## src/rtl/ea_sequencer_pkg.sv

```systemverilog
// Shared types and defaults for the PDP-8 effective-address stage.
package ea_sequencer_pkg;

  typedef logic [11:0] word_t;

  typedef enum logic {
    DATA_READ   = 1'b0,
    INSTR_FETCH = 1'b1
  } read_type_e;

  typedef enum logic [1:0] {
    IDLE     = 2'd0,
    PTR_READ = 2'd1,
    AUTO_INC = 2'd2,
    DONE     = 2'd3
  } state_e;

  localparam word_t AUTOINC_LO_DEF = 12'o0010;
  localparam word_t AUTOINC_HI_DEF = 12'o0017;

endpackage

```

## src/rtl/ea_sequencer.sv

```systemverilog
// PDP-8 effective-address sequencer: direct, indirect and auto-index addressing,
// driving memory_controller for pointer reads and auto-index write-backs.
module ea_sequencer
  import ea_sequencer_pkg::*;
#(
  parameter word_t AUTOINC_LO = AUTOINC_LO_DEF,
  parameter word_t AUTOINC_HI = AUTOINC_HI_DEF
) (
  input  logic        clk,
  input  logic        rst,
  input  logic        start,
  input  logic [11:0] instr,
  input  logic [11:0] pc,
  output logic        busy,
  output logic        done,
  output logic [11:0] eff_addr,
  output logic [11:0] mem_address,
  output logic [11:0] mem_write_data,
  output logic        mem_read_enable,
  output logic        mem_read_type,
  output logic        mem_write_enable,
  input  logic [11:0] mem_read_data
);

  state_e state_q, state_d;
  word_t  base_q, base_d;
  word_t  ptr_q, ptr_d;
  word_t  ea_q, ea_d;
  logic   rd_en, wr_en, done_c;

  function automatic word_t base_addr(input word_t ir, input word_t cur_pc);
    return ir[7] ? {cur_pc[11:7], ir[6:0]} : {5'b0, ir[6:0]};
  endfunction

  always_comb begin
    state_d        = state_q;
    base_d         = base_q;
    ptr_d          = ptr_q;
    ea_d           = ea_q;
    rd_en          = 1'b0;
    wr_en          = 1'b0;
    done_c         = 1'b0;
    mem_address    = '0;
    mem_write_data = '0;
    unique case (state_q)
      IDLE: begin
        if (start) begin
          base_d = base_addr(instr, pc);
          if (instr[8]) begin
            state_d = PTR_READ;
          end else begin
            ea_d    = base_addr(instr, pc);
            state_d = DONE;
          end
        end
      end
      PTR_READ: begin
        mem_address = base_q;
        rd_en       = 1'b1;
        if (base_q >= AUTOINC_LO && base_q <= AUTOINC_HI) begin
          ptr_d   = mem_read_data + 12'd1;
          state_d = AUTO_INC;
        end else begin
          ea_d    = mem_read_data;
          state_d = DONE;
        end
      end
      AUTO_INC: begin
        mem_address    = base_q;
        mem_write_data = ptr_q;
        wr_en          = 1'b1;
        ea_d           = ptr_q;
        state_d        = DONE;
      end
      DONE: begin
        done_c  = 1'b1;
        state_d = IDLE;
      end
      default: state_d = IDLE;
    endcase
  end

  // Enables and done are masked by rst so a reset edge never commits a write
  // or reports a completion for the abandoned operation.
  assign mem_read_enable  = rd_en && !rst;
  assign mem_write_enable = wr_en && !rst;
  assign done             = done_c && !rst;
  assign mem_read_type    = DATA_READ;
  assign busy             = (state_q != IDLE);
  assign eff_addr         = ea_q;

  always_ff @(posedge clk) begin
    if (rst) begin
      state_q <= IDLE;
      base_q  <= '0;
      ptr_q   <= '0;
      ea_q    <= '0;
    end else begin
      state_q <= state_d;
      base_q  <= base_d;
      ptr_q   <= ptr_d;
      ea_q    <= ea_d;
    end
  end

endmodule
```

## config.mk

```make
export PLATFORM = sky130hd
export DESIGN_NAME = ea_sequencer
export DESIGN_NICKNAME = d
export VERILOG_FILES = /design/src/rtl/ea_sequencer_pkg.sv /design/src/rtl/ea_sequencer.sv
export SDC_FILE = /design/constraint.sdc
export NUM_CORES = 1
export LEC_CHECK = 0
export ABC_AREA = 0
export CORE_UTILIZATION = 48
export CTS_CLUSTER_DIAMETER = 200
export DETAILED_ROUTE_END_ITERATION = 8
export PLACE_DENSITY = 0.86
export SLEW_MARGIN = 15
export SYNTH_ARGS = -nofsm -noshare
export SYNTH_HDL_FRONTEND = slang
export SYNTH_SLANG_ARGS = --single-unit
```

## constraint.sdc

```tcl
create_clock -name clk -period 3.79 [get_ports clk]
set_input_delay 0.758 -clock clk [delete_from_list [all_inputs] [get_ports clk]]
set_output_delay 0.758 -clock clk [all_outputs]
set_load 0.01 [all_outputs]
```

; Word level (Yosys, flattened, before mapping)
; Index checks and enable logic that the tools add are counted.
[totals]
register_bits = 38
latch_bits = 0
ram_bits = 0
romBits = 0
inputBits = 39
out_inout_bits = 41
elab_cells = 39
n_memories = 0
[op_classes]
add_sub_neg = 1
multipliers = 0
n_div = 0
n_lt_le_gt_ge = 2
eq_ne = 6
shift = 0
muxes = 14
bitwise_logic = 0
reduce_logical = 12
[op_table]
columns = op, count
row1 = $mux 12, 6
row2 = $pmux 12 s3, 1
row3 = $add 12x1->12 const B, 1
row4 = $ge 12x4->1 const B, 1
row5 = $le 12x4->1 const B, 1
row6 = $pmux 2 s4, 1
row7 = $ne 2x2->1 const B, 3
row8 = $eq 2x2->1 const B, 2
row9 = $logic_and 1x1->1, 4
row10 = $mux 1, 4
row11 = $mux 2, 2
row12 = $reduce_and 2->1, 2
row13 = $reduce_and 4->1, 1
row14 = $reduce_bool 3->1, 1
row15 = $eq 2x1->1 const B, 1
row16 = $logic_not 2->1, 1
row17 = $reduce_bool 2->1, 1
row18 = $reduce_or 2->1, 1
row19 = $logic_not 1->1, 1

; Longest topological paths before layout
[logic_depth]
word_depth = 4
ltp_mapped = 8
mapped_depth_nobuf = 6

; Worst setup path before layout
; OpenSTA, ideal clock, no wires.
[synth_timing]
path_type = register to output
startpoint = register state_q[0]
endpoint = output mem_write_data[10]
t_arrival_ps = 1453
t_required_ps = 3032
setup_slack_ps = 1579
stages_incl_launch_ff = 7
n_path_buf = 3
path_cell_list = dfxtp_1 > inv_1 > ha_1 > clkbuf_1 > clkbuf_1 > clkbuf_1 > and2_1
[synth_via]
elab_chain_cells = 2
[synth_lines]
columns = item, line
row1 = "start, declared", ea_sequencer.sv:25  ; state_e state_q, state_d;
row2 = "start signal, assigned", ea_sequencer.sv:99  ; state_q <= state_d;
row3 = $eq 2x2->1, ea_sequencer.sv:45  ; unique case (state_q)
row4 = $mux 12, ea_sequencer.sv:45
row5 = "end, declared", ea_sequencer.sv:18  ; output logic [11:0] mem_write_data,
; No other way between the ends.

; Worst setup path in the final report
[layout_timing]
startpoint = register state_q[0]
endpoint = output mem_address[3]
[layout_via]
elab_chain_cells = 3
elab_cells_between_ends = 4
cone_classes = eq/ne: 2 / mux: 1 / reduce/logical: 1
[layout_lines]
columns = item, line
row1 = $eq 2x1->1 / $eq 2x2->1 (equally long branches), ea_sequencer.sv:45
row2 = $reduce_or 2->1 (no source line) (*), -
row3 = $mux 12 (*), ea_sequencer.sv:45
row4 = "end, declared", ea_sequencer.sv:17  ; output logic [11:0] mem_address,
; Every way passes the cells marked *; elsewhere a longest branch is shown, timed or not.

==> impl_metrics.prom <==
# TYPE chip_impl_metric gauge
chip_impl_info{name="outcome",value="finished, final reports clean"} 1
chip_impl_info{name="tritoncts",value="built"} 1
chip_impl_metric{name="power_leakage",unit="nW"} 1.03
chip_impl_info{name="synth_top_flop_cell",value="dfxtp_1"} 1
chip_impl_metric{name="synth-async-reset-ratio",unit="%"} 0
chip_impl_metric{name="num_rows",unit=""} 23
chip_impl_metric{name="die-width",unit="microns"} 68.9
chip_impl_metric{name="cp_slowest_stage_delay",unit="ns"} 0.74
chip_impl_metric{name="placed_cells_incl_taps",unit=""} 378
chip_impl_metric{name="relSlewSlack",unit="%"} 35.7
chip_impl_metric{name="synth-adder-area-share",unit="%"} 3.49
chip_impl_info{name="timing.critical_path.to_type",value="output pin"} 1
chip_impl_metric{name="setup_violations",unit=""} 0
chip_impl_metric{name="syn-cell-area",unit="sq mm"} 0.00215
chip_impl_metric{name="globalRoute.totalOverflow",unit=""} 0
chip_impl_metric{name="placed_cell_area",unit="sq mm"} 0.00283
chip_impl_metric{name="die_y",unit="microns"} 68.9
chip_impl_metric{name="cts_resized",unit=""} 0
chip_impl_metric{name="routedWlPerCell",unit="microns"} 15.0
chip_impl_metric{name="nNetsFinal",unit=""} 380
chip_impl_metric{name="hpwlAfterDp",unit="mm"} 4.10
chip_impl_metric{name="worst_clock_skew",unit="ns"} 0.00354
chip_impl_metric{name="die_area",unit="sq mm"} 0.00475
chip_impl_metric{name="vdd.ir_drop.worst",unit="mV"} 0.545
chip_impl_metric{name="cts_max_level",unit=""} 2
chip_impl_metric{name="synth_top_area_share",unit="%"} 35.4
chip_impl_metric{name="final_layout_size_suffix_gt1_share",unit="%"} 5.67
chip_impl_metric{name="via_density",unit=""} 5.72
chip_impl_info{name="largest_family_of_logic_cells_by_synthesized_area",value="simple AND/OR/NAND/NOR gates"} 1
chip_impl_info{name="worst-setup-path-type",value="flip-flop to output pin"} 1
chip_impl_metric{name="grt_use_met3",unit="%"} 6.58
chip_impl_metric{name="hold_violations",unit=""} 0
chip_impl_metric{name="met2_usage",unit="%"} 42.2
chip_impl_metric{name="worstPathRequired",unit="ns"} 3.03
chip_impl_metric{name="vias",unit=""} 2201
chip_impl_metric{name="clk-insertion-delay-late",unit="ns"} 0.29
chip_impl_metric{name="cts_hold_buffers",unit=""} 0
chip_impl_info{name="startpoint_type",value="flip-flop"} 1
chip_impl_metric{name="port_buffers",unit=""} 68
chip_impl_metric{name="synth_compound_gate_area_share",unit="%"} 20.6
chip_impl_metric{name="antenna_violating_nets_post_route",unit=""} 0
chip_impl_metric{name="grt_usage",unit="%"} 26.3
chip_impl_metric{name="grt_pass1_wl",unit="mm"} 9.16
chip_impl_metric{name="finalCoreUtilization",unit="%"} 70.0
chip_impl_metric{name="post-cts-setup-buffers",unit=""} 0
chip_impl_metric{name="yosysSeqAreaShare",unit="%"} 35.4
chip_impl_metric{name="cts_sinks",unit=""} 38
chip_impl_metric{name="yosys_warnings",unit=""} 0
chip_impl_metric{name="finalWirelength",unit="mm"} 5.79
chip_impl_metric{name="clkSlewWorstSetupHoldPaths",unit="ns"} 0.07
chip_impl_metric{name="clock_tree.buffer_depth",unit=""} 2
chip_impl_metric{name="setup_tns",unit="ns"} 0
chip_impl_metric{name="core_area",unit="sq mm"} 0.00414
chip_impl_metric{name="total_power",unit="mW"} 1.70
chip_impl_metric{name="synth_area_per_cell",unit="sq um"} 7.74
chip_impl_metric{name="tightest_slew",unit="ns"} 0.965
chip_impl_metric{name="post_synth_inst_count",unit=""} 278
chip_impl_metric{name="finalWeightedCongestion",unit=""} 0.885
chip_impl_metric{name="cts-buffers-inserted",unit=""} 5
chip_impl_metric{name="maxSlewViolCount",unit=""} 0
chip_impl_metric{name="synthMuxAreaShare",unit="%"} 2.33
chip_impl_metric{name="fin_cells",unit=""} 385
chip_impl_info{name="synth_top_area_cell",value="dfxtp_1"} 1
chip_impl_metric{name="layout.area.seq",unit="sq um"} 761
chip_impl_metric{name="remaining_drc_errors",unit=""} 0
chip_impl_metric{name="multi_input_area",unit="sq mm"} 0.00127
chip_impl_metric{name="power.density_cell_area",unit="mW/mm^2"} 585
chip_impl_info{name="timing.hold.worst.class",value="flip-flop to flip-flop"} 1
chip_impl_metric{name="synth_edf_count",unit=""} 0
chip_impl_metric{name="fillers",unit=""} 351
chip_impl_metric{name="fin_crit",unit="ns"} 3.06
chip_impl_info{name="series_of_cell_instances_along_the_critical_path",value="inv_1, ha_1, and2_1, clkdlybuf4s50_1"} 1
chip_impl_metric{name="dr.first_iter.drc_count",unit=""} 160
chip_impl_info{name="ctsRootBufferMaster",value="clkbuf_8"} 1
chip_impl_metric{name="synth_nets",unit=""} 323
chip_impl_metric{name="post_synth_num_cell_types",unit=""} 31
chip_impl_metric{name="initial_util",unit="%"} 51.9
chip_impl_metric{name="largest_net_degree_at_the_start_of_global_routing",unit=""} 29
chip_impl_info{name="crit_path_top_delay_cell",value="ha_1"} 1
chip_impl_metric{name="detailedRoute.firstPassIterationCount",unit=""} 5
chip_impl_metric{name="yosys.area_share.xor_xnor",unit="%"} 4.07
chip_impl_metric{name="period_share",unit="%"} 80.9
chip_impl_metric{name="yosys_register_bits",unit=""} 38
chip_impl_metric{name="diodes",unit=""} 0
chip_impl_metric{name="design_area",unit="sq mm"} 0.00290
chip_impl_metric{name="first_global_vias",unit=""} 2038
chip_impl_info{name="post_synth_main_area_contributors",value="dfxtp_1 (35%), a21oi_1 (9.3%), and2_1 (7.9%), nand2_1 (5.2%), a22oi_1 (4.2%)"} 1
chip_impl_metric{name="met1_usage",unit="%"} 32.7
chip_impl_metric{name="critical_path_arrival",unit="ns"} 2.31
chip_impl_info{name="grt-busiest-layer",value="met2"} 1
chip_impl_metric{name="cap_violations",unit=""} 0
chip_impl_metric{name="antenna_found_initial",unit=""} 0
chip_impl_metric{name="post_synth_and_or_nand_nor_area_fraction",unit="%"} 28.5
chip_impl_metric{name="fmax",unit="MHz"} 326
chip_impl_metric{name="ios",unit=""} 80
chip_impl_metric{name="areaGrowthSynthToFinish",unit="%"} 34.9
chip_impl_info{name="grt_setup_unrepaired",value="false"} 1
chip_impl_metric{name="timing.critical_path.fanout_max",unit=""} 22
-- worst paths after layout --
kind | from | end | slack (ns) | depth (start not counted)
setup / recovery | state_q[0]$_SDFFE_PP0N_ | mem_address[3] | 0.73 | 4
hold / removal | base_q[2]$_SDFFE_PP0P_ | base_q[2]$_SDFFE_PP0P_ | 0.46 | 2
setup reg to reg | state_q[1]$_SDFFE_PP0N_ | eff_addr[4]$_SDFFE_PP0P_ | 1.28 | 5
hold reg to reg | base_q[2]$_SDFFE_PP0P_ | base_q[2]$_SDFFE_PP0P_ | 0.46 | 2
-- state kept, by name (all words and copies together) (netlist names) --
| register | count |
|---|---|
| ptr_q | 12 |
| base_q | 12 |
| eff_addr | 12 |
| state_q | 2 |
-- cell type report --
cell class	instances	area share, %
inverter	3	0.388
clock buffer	7	2.63
tap	50	2.16
timing repair buffer	73	24.8
sequential	38	26.2
multi-input combinational	214	43.9
-- layout by cell type (no fill, tap or decap), drive strengths merged --
cell type and count:
a21oi 40, ha 6, nand2b 2, nor2 24
conb 1, mux2i 5, clkbuf 7, a22oi 12
nand4 5, o21ai 10, xnor2 2, xor2 8
and3 1, a211oi 8, nand3b 1, nor4 2
and4 2, nor2b 4, o21a 1, and2 27
or3 1, dfxtp 38, nor3 8, nand3 14
buf 5, inv 3, nand2 30, clkdlybuf4s50 68
-- logic make-up (layout without fill, tap and decap cells) --
family | Yosys count | count (layout)
muxes | 5 | 5
and+or+nand+nor | 121 | 121
buffers and inverters | 26 | 83
other | 1 | 1
AOI/OAI and AO/OA | 71 | 71
xor gates and xnor gates | 10 | 10
DFF | 38 | 38
adders and majority gates | 6 | 6
-- Yosys cell counts, drive strengths merged, types with 3 or more instances --
| cell type | count |
|---|---|
| mux2i | 5 |
| xor2 | 8 |
| nand2 | 30 |
| a22oi | 12 |
| ha | 6 |
| dfxtp | 38 |
| clkbuf | 13 |
| nand3 | 14 |
| o21ai | 10 |
| nor3 | 8 |
| and2 | 27 |
| a21oi | 40 |
| nand4 | 5 |
| nor2b | 4 |
| inv | 3 |
| nor2 | 24 |
| buf | 10 |
| a211oi | 8 |
-- worst max-delay path, delay by kind of cell, from the launching register on --
kind          cells  cell delay, ns
fa+ha+maj         1            0.74
simple gates      1            0.23
buf+inv           2            0.65
flops             1            0.39
-- stage by stage --
step / hold slack [ns] / setup WS (ns)
6_report: 0.460 / 0.726
5_1_grt: 0.491 / 0.561
4_1_cts: 0.459 / 0.716
3_5_place_dp: 0.447 / 0.921
3_3_place_gp: 0.439 / 0.926
2_1_floorplan: 0.432 / 1.58
-- routing by layer --
layer,vias to the layer above,wire (microns)
met5,-,0
met4,0,138
met3,14,442
met2,111,2690
met1,1011,2520
li1,1065,-
-- power by group --
part           leakage (nW)  internal (mW)  switching [mW]
logic                 0.681          0.395           0.485
registers             0.310          0.491          0.0622
clock network        0.0383          0.127           0.138
(Power assumes the default switching activity.)
